<file path="src/rtl/digit_reader.sv">
// digit_reader: scans the 15 blocks of a renderer glyph and decodes the bitmap back to its index.
// Build option: DIGIT_READER_COLON_EN adds the colon glyph (index 10) to the match table.
module digit_reader #(
  parameter int LIT_LATENCY = 1
) (
  input  logic       clk,
  input  logic       reset,
  input  logic       start,
  output logic [1:0] x_block,
  output logic [2:0] y_block,
  input  logic       lit,
  output logic       busy,
  output logic       valid,
  output logic [3:0] number,
  output logic       unknown
);
  localparam logic [1:0] IDLE = 2'd0, SCAN = 2'd1, DRAIN = 2'd2, MATCH = 2'd3;
`ifdef DIGIT_READER_COLON_EN
  localparam int N_GLYPH = 11;
`else
  localparam int N_GLYPH = 10;
`endif
  // each glyph is {row4,...,row0}; within a row, bit x is column x
  localparam logic [10:0][14:0] GLYPHS = {
    {3'd0, 3'd2, 3'd0, 3'd2, 3'd0},
    {3'd7, 3'd4, 3'd7, 3'd5, 3'd7},
    {3'd7, 3'd5, 3'd7, 3'd5, 3'd7},
    {3'd4, 3'd4, 3'd4, 3'd4, 3'd7},
    {3'd7, 3'd5, 3'd7, 3'd1, 3'd7},
    {3'd7, 3'd4, 3'd7, 3'd1, 3'd7},
    {3'd4, 3'd4, 3'd7, 3'd5, 3'd5},
    {3'd7, 3'd4, 3'd7, 3'd4, 3'd7},
    {3'd7, 3'd1, 3'd7, 3'd4, 3'd7},
    {3'd7, 3'd2, 3'd2, 3'd3, 3'd2},
    {3'd7, 3'd5, 3'd5, 3'd5, 3'd7}
  };
  logic [1:0]  state_q, state_d;
  logic [4:0]  cnt_q, cnt_d;
  logic [1:0]  x_q, x_d;
  logic [2:0]  y_q, y_d;
  logic [14:0] bitmap_q, bitmap_d;
  logic        valid_q, valid_d;
  logic [3:0]  number_q, number_d;
  logic        unknown_q, unknown_d;
  logic        accept, last_scan, last_drain;
  logic [4:0]  match;

  function automatic logic [4:0] decode(input logic [14:0] b);
    logic [4:0] r;
    r = 5'h1f;
    for (int i = 0; i < N_GLYPH; i++) if (b == GLYPHS[i]) r = {1'b0, 4'(i)};
    return r;
  endfunction

  assign busy = state_q == SCAN || state_q == DRAIN;

  always_comb begin
    accept = start && !busy;
    last_scan = state_q == SCAN && cnt_q == 5'd15;
    last_drain = state_q == DRAIN && cnt_q == 5'(15 + LIT_LATENCY);
    // the renderer answers LIT_LATENCY cycles late, so capture starts once the first answer arrives
    bitmap_d = busy && cnt_q > 5'(LIT_LATENCY) ? {lit, bitmap_q[14:1]} : bitmap_q;
    match = decode(bitmap_d);
    cnt_d = accept ? 5'd1 : busy ? cnt_q + 5'd1 : 5'd0;
    state_d = accept ? SCAN : last_scan ? DRAIN : last_drain ? MATCH : busy ? state_q : IDLE;
    x_d = state_q == SCAN && !last_scan ? (x_q == 2'd2 ? 2'd0 : x_q + 2'd1) : state_d == DRAIN ? x_q : 2'd0;
    y_d = state_q == SCAN && !last_scan ? (x_q == 2'd2 ? y_q + 3'd1 : y_q) : state_d == DRAIN ? y_q : 3'd0;
    valid_d = last_drain;
    number_d = last_drain ? match[3:0] : number_q;
    unknown_d = last_drain ? match[4] : unknown_q;
  end

  always_ff @(posedge clk) begin
    if (!reset) begin
      state_q <= IDLE;
      cnt_q <= '0;
      x_q <= '0;
      y_q <= '0;
      bitmap_q <= '0;
      valid_q <= 1'b0;
      number_q <= '0;
      unknown_q <= 1'b0;
    end else begin
      state_q <= state_d;
      cnt_q <= cnt_d;
      x_q <= x_d;
      y_q <= y_d;
      bitmap_q <= bitmap_d;
      valid_q <= valid_d;
      number_q <= number_d;
      unknown_q <= unknown_d;
    end
  end

  assign x_block = x_q;
  assign y_block = y_q;
  assign valid = valid_q;
  assign number = number_q;
  assign unknown = unknown_q;
endmodule

</file>
<file path="config.mk">
export PLATFORM = sky130hd
export DESIGN_NAME = digit_reader
export DESIGN_NICKNAME = d
export VERILOG_FILES = /design/src/rtl/digit_reader.sv
export SDC_FILE = /design/constraint.sdc
export NUM_CORES = 1
export LEC_CHECK = 0
export CAP_MARGIN = 25
export CORE_ASPECT_RATIO = 0.7
export CORE_MARGIN = 5
export CORE_UTILIZATION = 30
export DETAILED_ROUTE_END_ITERATION = 8
export PLACE_DENSITY = 0.48
export RECOVER_POWER = 100
export SLEW_MARGIN = 20
export SYNTH_ARGS = -nofsm -noshare
export SYNTH_HDL_FRONTEND = slang
export SYNTH_SLANG_ARGS = --single-unit
export TNS_END_PERCENT = 1
</file>
<file path="constraint.sdc">
create_clock -name clk -period 2 [get_ports clk]
set_clock_uncertainty 0.1 [all_clocks]
set_input_delay 0.4 -clock clk [delete_from_list [all_inputs] [get_ports clk]]
set_output_delay 0.4 -clock clk [all_outputs]
set_load 0.02 [all_outputs]
</file>
[After elaboration in Yosys (flattened, before gate mapping)]
Index checks and enable logic that the tools add are counted.
Word-level totals
  bits in registers: 33
  input bits: 4
  output and inout bits: 12
Operators by class
  add/subtract/negate cells: 3
  order comparisons: 1
  equality and inequality tests: 18
  mux-type cells: 23
  bitwise logic cells: 2
  reduce and logical (&&, ||, !) cells: 10
Operator list (count)
  equality test 15 bit (second input constant): 10
  two-way mux 5 bit: 10
  two-way mux 15 bit: 1
  two-way mux 2 bit: 7
  two-way mux 3 bit: 3
  equality test 2 bit (second input constant): 3
  adder 5 x 1 -> 5 bit (second input constant): 1
  equality test 5 x 4 -> 1 bit (second input constant): 1
  equality test 5 bit (second input constant): 1
  greater-than comparator 5 x 1 -> 1 bit (second input constant): 1
  logical AND 1 bit: 5
  adder 3 x 1 -> 3 bit (second input constant): 1
  OR reduction 3 bit: 1
  adder 2 x 1 -> 2 bit (second input constant): 1
  equality test 2 x 1 -> 1 bit (second input constant): 1
  logical NOT 1 bit: 2
  two-way mux 1 bit: 2
  != test 2 x 1 -> 1 bit (second input constant): 1
  != test 2 bit (second input constant): 1
  NOT 1 bit: 2
  AND reduction 2 bit: 1
  logical OR 1 bit: 1

[Depth between registers and ports, before layout]
  depth after elaboration: 15
  mapped depth: 9
  mapped depth without buffers: 9

[Least setup slack after synthesis]
OpenSTA, ideal clock, no wires.
  kind: register to register
  start: reg cnt_q[1]
  end: reg number_q[3], in the netlist number[3]
  setup time: 0.120 ns
  data arrival time: 1.935 ns
  data required time: 1.780 ns
  setup slack: -0.155 ns
  cell stages (with the launch flop): 9
  path buffers: 0
  period minus slack after synthesis: 2.155 ns
  cells stage by stage: dfxtp_1 -> inv_1 -> ha_1 -> o21bai_4 -> a21o_1 -> or3_1 -> a311oi_2 -> a311oi_1 -> o31a_1
Between the ends
  cells in the longest elaborated chain, start to end: 14
  elaborated cells on any way between the ends: 25
  classes of those cells: order compare (1); eq/ne (11); mux (11); reduce/logical (2)
RTL lines
  from (decl): RTL line 38  | logic [4:0] cnt_q, cnt_d;
  from (signal assigned): RTL line 85  | cnt_q <= cnt_d;
  greater-than comparator 5 x 1 -> 1 bit: RTL line 62  | bitmap_d = busy && cnt_q > 5'(LIT_LATENCY) ? {lit, bitmap_q[14:1]} : bitmap_q;
  logical AND 1 bit: RTL line 62
  two-way mux 15 bit: RTL line 62
  equality test 15 bit: RTL line 51  | for (int i = 0; i < N_GLYPH; i++) if (b == GLYPHS[i]) r = {1'b0, 4'(i)};
  two-way mux 5 bit (10 in a row): RTL line 51
  to (signal assigned): RTL line 90  | number_q <= number_d;
  to (decl): RTL line 43  | logic [3:0] number_q, number_d;
Parallel ways exist; a longest one is shown, timed or not.
A chain may end at the register's enable or synchronous reset.

[Worst setup path after layout]
Ends and elaborated chain as after synthesis.

==> results.py <==
metrics = {
    "worst_setup_path": {
        "worstRegToRegCells": 8,
        "crit_top_cell": "a311oi_2",
        "crit_required_ps": 2070,
        "max_stage_delay_ps": 350,
        "crit_family": "compound AO/OA/AOI/OAI gates",
        "r2r_start": "cnt_q[1]$_SDFF_PP0_",
        "arrival_ps": 2190,
        "cp-start-kind": "flop",
        "worstPathMaxFanout": 6,
        "end_kind": "flop",
        "r2r-end": "number[3]$_SDFFE_PN0P_",
        "crit_slowest_cell": "dfxtp_4",
        "reg2reg_slack_ps": -120,
        "path_cells": "inv_2 > ha_4 > o21bai_4 > a21o_4 > or3_1 > a311oi_2 > a311oi_2 > o31a_1",
        "critPathBufInv": 1,
        "critPathKind": "flop to flop",
    },
    "cells_and_area": {
        "final_util_pct": 42.79,
        "final_nets": 305,
        "drive_gt1_share_pct": 31.19,
        "area_delta_synth_final_pct": 40.52,
        "antennaDiodeCount": 0,
        "stdcell_count": 389,
    },
    "cts": {
        "root_buffer": "clkbuf_8",
        "cts.clk_slew.worst_paths_ps": 80,
        "cts_tree": "done",
        "cts_made_buffers": 5,
        "clk_path_buf_depth": 2,
        "clk_latency_ps": 290,
        "clock_sinks": 33,
        "htree_levels": 2,
    },
    "power": {
        "p_leak_nw": 1.038,
        "p_clk_share_pct": 48.9,
        "power_mw": 1.593,
        "switching_share_pct": 22.60,
        "p_per_area_nw_per_um2": 556.3,
        "seqPwrFrac_pct": 42.2,
        "comb_power_share_pct": 8.9,
        "internal_power_mw": 1.233,
        "vdd.ir_drop.worst_mv": 0.3079,
        "p_switching_uw": 360.1,
    },
    "hold_path": {
        "hold_start": "number[1]$_SDFFE_PN0P_",
        "min_to": "number[1]$_SDFFE_PN0P_",
        "hold_path.class": "flop to flop",
        "min_path_cells": 1,
    },
    "timing": {
        "slew_viol_final": 0,
        "tightest_slew_ps": 348.8,
        "slew_headroom_pct": 76.53,
        "setup_viol": 5,
        "fin_setup_tns_ps": -379.8,
        "rsz0062_at_grt": "yes",
        "layout_setup_ws_ps": -121.0,
        "hold_violations": 0,
        "min_period_ps": 2121,
        "fmax_mhz": 471.5,
        "post-route-period-util_pct": 106.1,
    },
    "floorplanning": {
        "core_um2": 6694,
        "die_w_um": 108.5,
        "initial_core_util_pct": 30.45,
        "rows": 25,
        "ios": 16,
        "die_height_um": 78.96,
        "dieArea_um2": 8568,
    },
    "yosys": {
        "yosys_warnings": 0,
        "yosysSeqAreaShare_pct": 32.41,
        "syn_nets": 248,
        "synth_area_um2": 2038,
        "synth_area_per_cell_um2": 8.600,
        "synth_cell_types": 57,
        "syn_inst": 237,
        "synth_edf_count": 0,
        "async_flop_share_pct": 0,
        "ys_ff_latch": 33,
        "synth_ff_type": "dfxtp_1",
    },
    "route": {
        "num_vias": 1834,
        "antenna_left": 0,
        "wl_met3_um": 183,
        "dr.pass1.iters": 4,
        "drt-met1-wl_um": 2988,
        "wirelength_um": 5267,
        "viasPerCell": 4.715,
        "wl_per_cell_um": 13.54,
        "wl_met2_um": 2080,
        "drc": 0,
        "drt_iter0_markers": 49,
        "top_layer_used": "met4",
    },
    "placement": {
        "port_buffers": 15,
        "hpwl_um": 4013,
        "post-place-ws_ps": -318.5,
        "gp_congestion": 0.8322,
        "placedCellCount": 380,
    },
    "global_routing": {
        "track_usage_pct": 12.93,
        "grt_pass1_vias": 1723,
        "grt_pass1_wl_um": 8652,
        "antenna_found_initial": 0,
        "grt_overflow": 0,
        "grt_max_degree": 17,
    },
    "outcome": {
        "status": "finished, violations left",
        "violations": "negative setup slack",
    },
    "flow_run": {
        "cap_violations": 0,
    },
}
## layout by cell type, fill, tap and decap left out, drive strengths merged, types with 3 or more instances in the layout
cell type,n
ha,7
nor2,12
nand2,45
nor2b,5
o21ai,3
inv,12
nand3b,5
a21boi,17
buf,44
dlygate4sd3,11
clkdlybuf4s50,3
and2,5
nor4,4
o31ai,3
a21oi,8
nand4bb,3
nor3,10
nand3,4
dfxtp,33
clkbuf,9
mux2i,9
nand4b,5
## cells by family (layout without fill, tap and decap cells)
logic type | after synthesis | count (layout) | share of synthesized area [%]
mux | 9 | 9 | 4.789
buf+inv | 23 | 81 | 5.954
xor+xnor | 3 | 3 | 1.289
compound gates | 48 | 48 | 19.15
flops | 33 | 33 | 32.41
simple gates | 114 | 114 | 32.11
fa+ha+maj | 7 | 7 | 4.297
## final cells by class
type	count	area (um^2)
Clock buffer	5	68.82
Clock inverter	3	68.82
Fill cell	683	3830
Inverter	11	41.29
Multi-Input combinational cell	181	1398
Sequential cell	33	664.4
Tap cell	94	117.6
Timing Repair Buffer	62	505.5
## registers in the layout (all words and copies together) (netlist names)
signal / cells
bitmap_q: 15
cnt_q: 5
number: 4
y_block: 3
state_q: 2
x_block: 2
unknown: 1
valid: 1
## synthesized netlist by cell type (5+ instances only)
master    number  area share, %
nor2_1        12            2.2
nor2b_1        5            1.5
mux2i_1        7            3.4
nor3_1         9            2.2
nand2_1       44            8.1
a21boi_0      17            6.3
dfxtp_1       33             32
clkbuf_1       5           0.92
inv_1         11            2.0
and2_1         5            1.5
nand3b_1       5            1.8
a21oi_1        6            1.5
ha_1           7            4.3
## worst max-delay path by stage
stage	start	slack, ps	endpoint	cells past startpoint
finish	cnt_q[1]$_SDFF_PP0_	-120	number[3]$_SDFFE_PN0P_	8
global route	bitmap_q[6]$_SDFF_PN0_	-240	number[3]$_SDFFE_PN0P_	7
CTS	cnt_q[1]$_SDFF_PP0_	-140	number[3]$_SDFFE_PN0P_	8
detailed placement	lit	-320	number[3]$_SDFFE_PN0P_	7
global placement	lit	-280	number[3]$_SDFFE_PN0P_	7
floorplan	cnt_q[1]$_SDFF_PP0_	-40	unknown$_SDFFE_PN0P_	9
## power groups by stage
stage          Combinational, mW  Clock (mW)  Sequential, mW
2_1_floorplan             0.0763           0           0.692
3_3_place_gp               0.135           0           0.688
3_5_place_dp               0.135           0           0.687
4_1_cts                    0.146       0.803           0.672
5_1_grt                    0.157       0.833           0.673
6_report                   0.142       0.779           0.672
## worst reg2reg max path, cell delays in order, from the launching register on
cell	delay (ps)
dfxtp_4	350
inv_2	40
ha_4	140
o21bai_4	190
a21o_4	240
or3_1	330
a311oi_2	270
a311oi_2	90
o31a_1	250
## per-stage QoR
step | hold WS (ps) | area [um^2]
floorplan | 376.8 | 2064
global placement | 382.1 | 2597
detailed placement | 389.4 | 2597
CTS | 412.0 | 2820
global route | 450.8 | 2864
finish | 405.4 | 2864
## repair_timing
| item | 4_1_cts | 5_1_grt |
|---|---|---|
| hold buffers | 0 | 0 |
| pin swaps | 4 | 1 |
| resized for setup | 14 | 12 |
| endpoints found under the setup margin | 9 | 11 |
| setup buffers | 1 | 0 |
## metal layers
| metal | track usage [%] | vias up |
|---|---|---|
| met2 | 17.08 | 25 |
| met3 | 3.574 | 2 |
| met4 | 2.270 | 0 |
| met1 | 20.54 | 844 |
| li1 | - | 963 |
| met5 | 0 | - |
Note: power is estimated with default switching activity, not from simulation.
